===== src/rtl/seq_pkg.sv =====
// rtl/seq_pkg.sv - shared FSM state type and return-stack sizing helpers
package seq_pkg;

  typedef enum logic {
    FETCH = 1'b0,
    EXEC  = 1'b1
  } state_t;

  // Occupancy counter must represent 0..depth inclusive.
  function automatic int ptr_w(input int depth);
    return $clog2(depth + 1);
  endfunction

  function automatic int idx_w(input int depth);
    return (depth > 1) ? $clog2(depth) : 1;
  endfunction

endpackage


===== src/rtl/ret_stack.sv =====
// rtl/ret_stack.sv - return-address LIFO; pushes when full and pops when empty are dropped
module ret_stack
  import seq_pkg::*;
#(
  parameter int DEPTH = 4,
  parameter int W     = 12
) (
  input  logic         clk,
  input  logic         reset,
  input  logic         push,
  input  logic         pop,
  input  logic [W-1:0] din,
  output logic [W-1:0] top,
  output logic         full,
  output logic         empty
);

  localparam int PW = ptr_w(DEPTH);
  localparam int AW = idx_w(DEPTH);

  logic [PW-1:0] r_count;
  logic [W-1:0]  r_mem [2**AW];
  logic          w_push;
  logic          w_pop;
  logic [AW-1:0] w_top_idx;

  assign full      = (r_count == PW'(DEPTH));
  assign empty     = (r_count == '0);
  assign w_pop     = pop && !empty;
  assign w_push    = push && !full && !pop;
  assign w_top_idx = AW'(r_count - PW'(1));
  assign top       = empty ? '0 : r_mem[w_top_idx];

  always_ff @(posedge clk or posedge reset) begin
    if (reset) begin
      r_count <= '0;
    end else if (w_pop) begin
      r_count <= r_count - PW'(1);
    end else if (w_push) begin
      r_count <= r_count + PW'(1);
    end
  end

  // Entries above the count are dead, so storage needs no reset.
  always_ff @(posedge clk) begin
    if (w_push) begin
      r_mem[r_count[AW-1:0]] <= din;
    end
  end

endmodule


===== src/rtl/prog_sequencer.sv =====
// rtl/prog_sequencer.sv - two-phase fetch/execute program sequencer with call/return stack
module prog_sequencer
  import seq_pkg::*;
#(
  parameter int ADDR_W      = 12,
  parameter int INSTR_W     = 8,
  parameter int STACK_DEPTH = 4
) (
  input  logic                 clk,
  input  logic                 reset,
  output logic                 mem_req,
  output logic [ADDR_W-1:0]    mem_addr,
  input  logic                 mem_ack,
  input  logic [INSTR_W-1:0]   mem_data,
  output logic [INSTR_W/2-1:0] instr,
  output logic [INSTR_W/2-1:0] operand,
  output logic                 phase,
  output logic [ADDR_W-1:0]    pc,
  input  logic                 inc_pc,
  input  logic                 load_pc,
  input  logic                 call,
  input  logic                 ret,
  input  logic [ADDR_W-1:0]    jump_target,
  output logic                 stack_ovf,
  output logic                 stack_unf
);

  localparam int HW = INSTR_W / 2;

  state_t              r_state;
  logic [ADDR_W-1:0]   r_pc;
  logic [HW-1:0]       r_instr;
  logic [HW-1:0]       r_operand;
  logic                r_ovf;
  logic                r_unf;
  logic                w_exec;
  logic                w_push;
  logic                w_pop;
  logic                w_full;
  logic                w_empty;
  logic [ADDR_W-1:0]   w_top;

  assign w_exec    = (r_state == EXEC);
  assign w_pop     = w_exec && ret;
  assign w_push    = w_exec && call && !ret;

  assign mem_req   = (r_state == FETCH);
  assign mem_addr  = r_pc;
  assign pc        = r_pc;
  assign phase     = w_exec;
  assign instr     = r_instr;
  assign operand   = r_operand;
  assign stack_ovf = r_ovf;
  assign stack_unf = r_unf;

  ret_stack #(
    .DEPTH (STACK_DEPTH),
    .W     (ADDR_W)
  ) u_ret_stack (
    .clk   (clk),
    .reset (reset),
    .push  (w_push),
    .pop   (w_pop),
    .din   (r_pc),
    .top   (w_top),
    .full  (w_full),
    .empty (w_empty)
  );

  always_ff @(posedge clk or posedge reset) begin
    if (reset) begin
      r_state   <= FETCH;
      r_pc      <= '0;
      r_instr   <= '0;
      r_operand <= '0;
      r_ovf     <= 1'b0;
      r_unf     <= 1'b0;
    end else begin
      case (r_state)
        FETCH: begin
          if (mem_ack) begin
            r_instr   <= mem_data[INSTR_W-1:HW];
            r_operand <= mem_data[HW-1:0];
            r_pc      <= r_pc + ADDR_W'(1);
            r_state   <= EXEC;
          end
        end
        EXEC: begin
          r_state <= FETCH;
          // pc already points past the executing word, so it is the return address.
          if (ret) begin
            if (w_empty) r_unf <= 1'b1;
            else         r_pc  <= w_top;
          end else if (call) begin
            if (w_full) r_ovf <= 1'b1;
            r_pc <= jump_target;
          end else if (load_pc) begin
            r_pc <= jump_target;
          end else if (inc_pc) begin
            r_pc <= r_pc + ADDR_W'(1);
          end
        end
      endcase
    end
  end

endmodule


===== config.mk =====
export PLATFORM = sky130hd
export DESIGN_NAME = prog_sequencer
export DESIGN_NICKNAME = d
export VERILOG_FILES = /design/src/rtl/seq_pkg.sv /design/src/rtl/ret_stack.sv /design/src/rtl/prog_sequencer.sv
export SDC_FILE = /design/constraint.sdc
export NUM_CORES = 1
export LEC_CHECK = 0
export CAP_MARGIN = 20
export CORE_ASPECT_RATIO = 1.5
export CORE_MARGIN = 5
export CORE_UTILIZATION = 50
export DETAILED_ROUTE_END_ITERATION = 12
export GPL_TIMING_DRIVEN = 0
export PLACE_DENSITY = 0.77
export SLEW_MARGIN = 20
export SYNTH_ARGS = -nofsm -noshare
export SYNTH_HDL_FRONTEND = slang
export SYNTH_SLANG_ARGS = --single-unit
export TNS_END_PERCENT = 1

===== constraint.sdc =====
create_clock -name clk -period 2.74 [get_ports clk]
set_input_delay 0.274 -clock clk [delete_from_list [all_inputs] [get_ports clk]]
set_output_delay 0.274 -clock clk [all_outputs]
set_load 0.02 [all_outputs]

==> flow_summary.json <==
{
  "status": "finished, final reports clean",
  "design_area_um2": 4340,
  "core_area_um2": 6760,
  "synth_area_um2": 3420,
  "grt_pass1_vias": 2406,
  "power.share.clock_pct": 21.1,
  "hold_path_class": "in -> async",
  "reg2reg_slack_ns": 0.28,
  "max_slew_margin_pct": 48.9,
  "regArea_um2": 2090,
  "start_util_pct": 50.6,
  "drt_wl_total_mm": 7.62,
  "syn_inst": 237,
  "dieWidth_um": 77.5,
  "synth_seq_cells": 74,
  "synth_ff_type": "edfxtp_1",
  "vias_per_cell": 5.84,
  "clk_root_buffer_cell": "clkbuf_8",
  "drv_cap": 0,
  "fin_crit_sh_pct": 89.9,
  "maxSlewViolCount": 0,
  "cts_inserted_buffers": 9,
  "reg2reg_depth": 6,
  "cp_cell_sequence": "buf_6 > buf_12 > inv_1 > ha_1 > nor2b_1 > and3_1",
  "syn_to_final_growth_pct": 26.9,
  "endpoint_kind": "flop",
  "synth_area_leader_cell": "edfxtp_1",
  "multi_input_area_um2": 1120,
  "finalCriticalPeriod_ns": 2.46,
  "ir_drop_mv": 0.836,
  "met2_length_mm": 3.99,
  "cts.sinks": 74,
  "max-clock-path-buffers": 2,
  "async_flop_share_pct": 35.1,
  "drt_first_pass_iters": 5,
  "grt_usage_pct": 18.3,
  "max_stage_delay_ns": 0.67,
  "crit_path_top_delay_cell": "and3_1",
  "synth_top_area_share_pct": 42.2,
  "rr_startpoint": "u_ret_stack.r_count[0]",
  "hold_buffers": 0,
  "critPathLaunchType": "flop",
  "p_total_mw": 4.31,
  "drtIter0Drc": 191,
  "post_drt_wl_per_cell_um": 19.4,
  "dpl_cell_area_um2": 4130,
  "power.switching_mw": 1.46,
  "row_count": 37,
  "swShare_pct": 33.8,
  "worst_clock_skew_ns": 0.00875,
  "die_area_um2": 8620,
  "h-tree-depth": 3,
  "yosys_warnings": 0,
  "cts_tree": "done",
  "required_ns": 2.71,
  "fp.dieH_um": 111,
  "met1_length_mm": 2.86,
  "critPathMaxFanout": 12,
  "met3_length_um": 571,
  "cp.arrival_ns": 2.44,
  "p_int_mw": 2.85,
  "cts_setup_buffers": 0,
  "antenna_found_initial": 0,
  "layout_setup_ws_ns": 0.277,
  "synth_top_cells_by_area": "edfxtp_1 42%, dfrtp_1 19%, mux4_1 6.2%, buf_4 2.9%, mux2_2 2.6%",
  "pwr-share-seq_pct": 39.6,
  "ant_nets": 0,
  "pre_cts_ws_ns": 0.274,
  "synth_nets": 270,
  "n_antenna_cell": 0,
  "insertion_delay_ns": 0.34,
  "fillers": 525,
  "portBuffers": 61,
  "worstReg2RegEnd": "u_ret_stack.r_mem[0][6]",
  "drcViolationCount": 0,
  "setup_viol": 0,
  "syn_avg_cell_area_um2": 14.4,
  "gr-total-overflow": 0,
  "clk_pin_slew_worst_paths_ns": 0.08,
  "hold_viol": 0,
  "num_vias": 2291,
  "hold_slack_ns": 0.310,
  "tns_ns": 0,
  "rsz0062_at_grt": "no",
  "p_leak_nw": 1.63,
  "synth_edf_count": 48,
  "grt_pass1_wl_mm": 12.2,
  "drive_above_1_share_pct": 17.2,
  "gp_congestion": 0.778,
  "hpwl_mm": 5.18,
  "grt_max_degree": 27,
  "top_layer": "met4",
  "p_per_area_nw_per_um2": 995,
  "ctsResizeCount": 0,
  "nets": 342,
  "synth_seq_area_share_pct": 61.2,
  "yosysUniqueCellTypes": 46,
  "pin_count": 63,
  "criticalPathCategory": "reg -> reg",
  "combPwrFrac_pct": 39.2,
  "max_freq_mhz": 406,
  "worst_slew_pin_slew_ns": 0.766
}
worst max path at each step:
stage / slack (ns) / startpoint / end / cells after the start
floorplan: 0.72 / u_ret_stack.r_count[0] / u_ret_stack.r_mem[0][0] / 6
global placement: 0.30 / u_ret_stack.r_count[0] / u_ret_stack.r_mem[0][8] / 6
detailed placement: 0.27 / u_ret_stack.r_count[0] / u_ret_stack.r_mem[0][1] / 6
CTS: 0.27 / u_ret_stack.r_count[0] / u_ret_stack.r_mem[0][5] / 6
global route: 0.14 / u_ret_stack.r_count[0] / u_ret_stack.r_mem[0][6] / 6
finish: 0.28 / u_ret_stack.r_count[0] / u_ret_stack.r_mem[0][6] / 6
routing by layer:
| layer | vias up | track usage, % |
|---|---|---|
| li1 | 1053 | - |
| met1 | 1102 | 21.3 |
| met2 | 115 | 31.0 |
| met3 | 21 | 4.80 |
| met4 | 0 | 8.60 |
| met5 | - | 0 |
cell usage in the layout (no fill, tap or decap), drive strengths merged, types with 2 or more instances in the layout:
cell type	count
o31a	3
edfxtp	48
xor2	2
a221oi	2
inv	4
clkinv	3
ha	6
o31ai	2
and3	6
and4	2
a222oi	2
o21ai	20
o22ai	2
nor2	11
mux4	12
bufinv	2
nor3	2
mux2	8
clkdlybuf4s50	61
nand3	5
buf	23
clkbuf	13
xnor2	3
nor2b	4
a22oi	4
dfrtp	26
a21oi	9
a31oi	3
and2	3
nand2	12
critical path, delay by kind of cell, from the launching register on:
family,cells,cell delay (ns)
adders and majority gates,1,0.27
DFF,1,0.41
buffers and inverters,3,0.40
and+or+nand+nor,2,1.00
synth_stat cells, types with 5 or more instances:
cell type and number:
o21ai_1 6, a21oi_1 9, buf_2 6, nor2_1 10, nand3_1 5, nand2_1 12
and3_1 6, mux4_1 8, ha_1 6, edfxtp_1 48, mux2_2 8, dfrtp_1 26
o21ai_0 14, buf_4 13
kinds of logic after synthesis:
group | share of synthesized area (%)
buf+inv | 5.97
simple gates | 7.25
compound gates | 10.7
fa+ha+maj | 2.20
xor+xnor | 1.28
flops | 61.2
mux | 11.4
power groups by stage:
stage | logic [mW] | clock network, mW | registers (mW)
2_1_floorplan | 0.945 | 0 | 1.80
3_3_place_gp | 1.67 | 0 | 1.72
3_5_place_dp | 1.70 | 0 | 1.74
4_1_cts | 1.71 | 0.915 | 1.71
5_1_grt | 1.81 | 0.967 | 1.76
6_report | 1.69 | 0.912 | 1.71
flip-flops by register name, indices dropped and copies added, names as in the netlist:
register             cells
phase                    1
stack_unf                1
operand                  4
u_ret_stack.r_mem       48
instr                    4
stack_ovf                1
mem_addr                12
u_ret_stack.r_count      3
area by class of cell:
type	instances	share of cell area [%]
flip-flops and latches	74	48.3
inverters	4	0.346
multi-input cells	134	25.9
plain buffers	25	4.36
clock buffers	11	3.03
clock inverters	5	1.82
repair buffers	61	14.1
well taps	78	2.25
stage by stage:
step,utilization (%),std cells
6_report,64.1,392
5_1_grt,64.1,392
4_1_cts,64.1,392
3_5_place_dp,61.0,376
3_3_place_gp,61.0,376
2_1_floorplan,-,237
Note: power is estimated with default switching activity, not from simulation.
==> edit 1, RTL diff (same flow settings) <==
Put one more register stage on the output `stack_ovf`, with the module's reset. The value now appears one clock later. The other outputs are not delayed to match.
--- a/src/rtl/prog_sequencer.sv
+++ b/src/rtl/prog_sequencer.sv
@@ -52,3 +52,9 @@
   assign operand   = r_operand;
-  assign stack_ovf = r_ovf;
+  always_ff @(posedge clk or posedge reset) begin
+    if (reset) begin
+      stack_ovf <= '0;
+    end else begin
+      stack_ovf <= r_ovf;
+    end
+  end
   assign stack_unf = r_unf;
Formal check against the unedited RTL: same outputs for any inputs over 10 cycles, from zero or initial values and one cycle with reset high; that may be too few to reach the edited logic, so the function may still have changed.
==> edit 1 against the unedited design <==
Final area increased by 0.17%. Sequential cell count increased by 1. Non-clock buffer count increased by 1. Routed wire length decreased by 2.4%. Clock power decreased by 13%. Critical path type unchanged. Maximum frequency increased by 1.4%. Worst setup slack improved by 0.033 ns. Area after synthesis increased by 0.73%. Worst hold slack got worse by 0.079 ns. Total power decreased by 2.1%.
==> edit 1: results (changes against the unedited design) <==
The fraction of layout instances using a drive strength above 1 works out to 16.1% (-1.1 points). The overall fraction of global-route tracks in use came out at 18.5% (+0.20 points). Clock edge transition at the registers on the reported setup and hold paths: 0.07 ns.

By area the synthesized netlist is led by sky130_fd_sc_hd__edfxtp_1 42%, sky130_fd_sc_hd__dfrtp_1 20%, sky130_fd_sc_hd__mux4_1 6.1%. The flow ran to the end, and the final reports show no timing, DRC or antenna violations. The total leakage power was 1.63 nW (+0.14%); the number of flip-flops under the largest register name was 48 (unchanged). The number of port buffers came out at 61 (unchanged).

The run gives 0.310 ns (+0.0359 ns) as the minimum setup slack after placement. Mean instance size in the synthesized netlist: 14.5 µm² (+0.31%). The routability congestion estimate from global placement was 0.833 (+7.1%); the number of detailed-route iterations in the first pass was 5 (unchanged). The tools report the count of routing violations after the opening detailed-route iteration as 137 (-28%). The worst IR drop on VDD is 0.687 mV (-18%).

The placement-stage cell area was 0.00417 mm² (+0.97%). The tools report the maximum clock skew at final layout as 0.0114 ns (+0.00264 ns). The worst hold slack across all endpoints was 0.231 ns (-0.0790 ns). By count the netlist is led by 48 x sky130_fd_sc_hd__edfxtp_1, 27 x sky130_fd_sc_hd__dfrtp_1, 14 x sky130_fd_sc_hd__o21ai_0, 13 x sky130_fd_sc_hd__buf_4, 12 x sky130_fd_sc_hd__nand2_1. The total via count after detailed routing was 2224 (-2.9%). The arrival time at the worst endpoint is 2.42 ns (-0.02 ns).

For the largest net degree at the start of global routing, the log shows 17 (-37%). HPWL after detailed placement: 5.13 mm (-1.1%). Broken down by cell family, the worst path's largest delay share belongs to simple AND/OR/NAND/NOR gates.

The cell sitting at the root of the clock tree is a sky130_fd_sc_hd__clkbuf_8. The buffer depth of the longest clock path was 2 (unchanged). The most frequently used flop master after synthesis is sky130_fd_sc_hd__edfxtp_1. The run gives 271 (+0.37%) as the net count of the mapped netlist. The run gives 12.1 mm (-1.0%) as the global-route wire length before repair.

The tools report the detailed-route wire length as 7.44 mm (-2.4%). Final-stage net count: 344 (+0.58%). The transition time of the tightest slew-check pin was 0.706 ns (-0.0602 ns); the portion of the post-synthesis area used by sequential elements was 61.5% (+0.28 points).

The antenna diode instance count is 0 (unchanged). Residual overflow from global routing: 0 (unchanged). The share of async-settable or async-resettable flops after synthesis is 36.0% (+0.86 points). The logs give 2292 (-4.7%) for the number of global-route vias before repair and 412 MHz (+1.4%) for the maximum clock frequency.

The final routed wire length divided by cell count was 18.9 µm (-2.9%). The number of instances in the placed design was 378 (+0.53%). The worst-skew pair later-pin latency is 0.36 ns (+0.02 ns), and the largest stage delay on the critical path is 0.64 ns (-0.03 ns).
## edit 1: cell families after synthesis
family	synth area share, %
simple gates	7.20
fa+ha+maj	2.18
buf+inv	5.92
xor+xnor	1.27
mux	11.3
flops	61.5
compound gates	10.6
## edit 1: layer usage
metal | global-route usage [%] | wire length, µm
met3 | 4.61 | 355
met1 | 22.5 | 2990
met2 | 30.5 | 3860
met5 | 0 | 0
met4 | 8.94 | 231
## edit 1: cell type report
type / instances / area [µm²]
sequential: 75 / 2120
clock inverter: 3 / 38.8
timing repair buffer: 62 / 626
buffer: 25 / 189
fill: 494 / 2460
tap: 78 / 97.6
clock buffer: 13 / 139
inverter: 4 / 15.0
multi-input combinational: 134 / 1120
## edit 1: power breakdown
group | total [mW] | switching [mW] | internal (mW)
clock | 0.798 | 0.381 | 0.418
combinational | 1.69 | 0.795 | 0.892
sequential | 1.74 | 0.265 | 1.47
total | 4.23 | 1.44 | 2.78
## edit 1: worst paths after layout
| path | startpoint | endpoint | cells after the start |
|---|---|---|---|
| setup / recovery | u_ret_stack.r_count[0]$_DFFE_PP0P_ | u_ret_stack.r_mem[0][9]$_DFFE_PP_ | 6 |
| hold / removal | reset | instr[1]$_DFFE_PP0P_ | 2 |
| setup reg to reg | u_ret_stack.r_count[0]$_DFFE_PP0P_ | u_ret_stack.r_mem[0][9]$_DFFE_PP_ | 6 |
| hold reg to reg | r_ovf$_DFFE_PP0P_ | stack_ovf$_DFF_PP0_ | 0 |
| max in group asynchronous | reset | mem_addr[6]$_DFFE_PP0P_ | 3 |
| min in group clk | ret | mem_addr[3]$_DFFE_PP0P_ | 3 |
==> edit 2, RTL diff (same settings) <==
Without the edit above. The parameter `ADDR_W` goes from 12 to 11.
--- a/src/rtl/prog_sequencer.sv
+++ b/src/rtl/prog_sequencer.sv
@@ -4,3 +4,3 @@
 #(
-  parameter int ADDR_W      = 12,
+  parameter int ADDR_W      = 11,
   parameter int INSTR_W     = 8,
Interface: changed (resized jump_target, mem_addr and pc); port bits go from 63 to 60. No check against the original RTL was run, so the function may have changed too.
==> edit 2 against the unedited design <==
Sequential share of layout area down 2.1 points. Sequential cell count down 5. Cell count up 2.6%. Routed wire length down 2.8%. Critical path depth up 1. Area after synthesis down 2.1%. Total power down 5.4%. Final area down 2.7%. Maximum frequency down 3.9%. Clock power down 14%. Worst setup slack worse by 0.099 ns.
==> edit 2: results (changes against the unedited design) <==
The detailed-route wire length is 7.41 mm (-2.8%), and the inverter count of the layout excluding clock inverters is 7 (+3). The switching share of power was 35.4% (+1.5 points). The run gives 251 (+5.9%) as the post-synthesis instance total. The power density normalized to cell area works out to 968 mW/mm² (-2.8%). The run gives 176 (-7.9%) as the count of routing violations after the opening detailed-route iteration.

The flow ran to the end, and the final reports show no timing, DRC or antenna violations. The total via count after detailed routing is 2331 (+1.7%), and the number of flip-flops under the largest register name is 44 (-8.3%). The largest stage delay on the critical path was 0.58 ns (-0.09 ns). The count of plain and timing-repair buffers in the layout is 83 (-3.5%). The fraction of layout instances using a drive strength above 1 is 17.2% (-0.020 points).

The timing endpoint of the critical path is u_ret_stack.r_mem[0][8]$_DFFE_PP_. The HPWL after detailed placement was 5.20 mm (+0.25%). The filler cell count came out at 516 (-1.7%). Sorting the synthesized cells by how often they occur yields 44 x sky130_fd_sc_hd__edfxtp_1, 25 x sky130_fd_sc_hd__dfrtp_1, 14 x sky130_fd_sc_hd__nand2_1, 14 x sky130_fd_sc_hd__nor2_1.

Global-route wire length before repair: 11.7 mm (-4.2%). The number of instances in the placed design was 385 (+2.4%). Met1 track demand over resource in global routing: 21.4% (+0.11 points). The share of the synthesized area in compound gates (AO/OA/AOI/OAI) was 12.4% (+1.7 points); the final-stage net count was 353 (+3.2%).

The tools report the largest net degree at the start of global routing as 26 (-3.7%). Multi-input gate share of total cell area: 28.7% (+2.8 points). The critical path's slowest cell was sky130_fd_sc_hd__and2_1. The wire length the detailed router placed on met1 is 3.05 mm (+6.7%). The run gives 4.31% (-0.49 points) as the global routing met3 resource utilization. Sorting the synthesized cells by area gives the leading types as sky130_fd_sc_hd__edfxtp_1 40%, sky130_fd_sc_hd__dfrtp_1 19%, sky130_fd_sc_hd__mux4_2 3.4%.

The number of port buffers was 58 (-4.9%); the register-to-register setup slack was 0.18 ns (-0.10 ns). The multi-input combinational cell count was 151 (+13%); the number of enable-type register cells in the synthesized netlist was 44 (-8.3%). For the number of global-route vias before repair, the log shows 2311 (-3.9%).

The portion of the post-synthesis area used by sequential elements is 58.2% (-3.0 points). The sequential power came out at 1.62 mW (-5%). For the placement-stage cell area, the log shows 0.00402 mm² (-2.5%).
[edit 2: cell count changes after synthesis, moves of 3 or more]
| cell | change |
|---|---|
| sky130_fd_sc_hd__a22oi_1 | -4 |
| sky130_fd_sc_hd__and2_1 | +3 |
| sky130_fd_sc_hd__and3_1 | -5 |
| sky130_fd_sc_hd__edfxtp_1 | -4 |
| sky130_fd_sc_hd__inv_1 | +3 |
| sky130_fd_sc_hd__mux2i_1 | +4 |
| sky130_fd_sc_hd__mux4_1 | -4 |
| sky130_fd_sc_hd__nor2_1 | +4 |
| sky130_fd_sc_hd__nor3_1 | +4 |
| sky130_fd_sc_hd__o21ai_0 | -3 |
| sky130_fd_sc_hd__o21ai_1 | -3 |
| sky130_fd_sc_hd__o2bb2ai_1 | +4 |
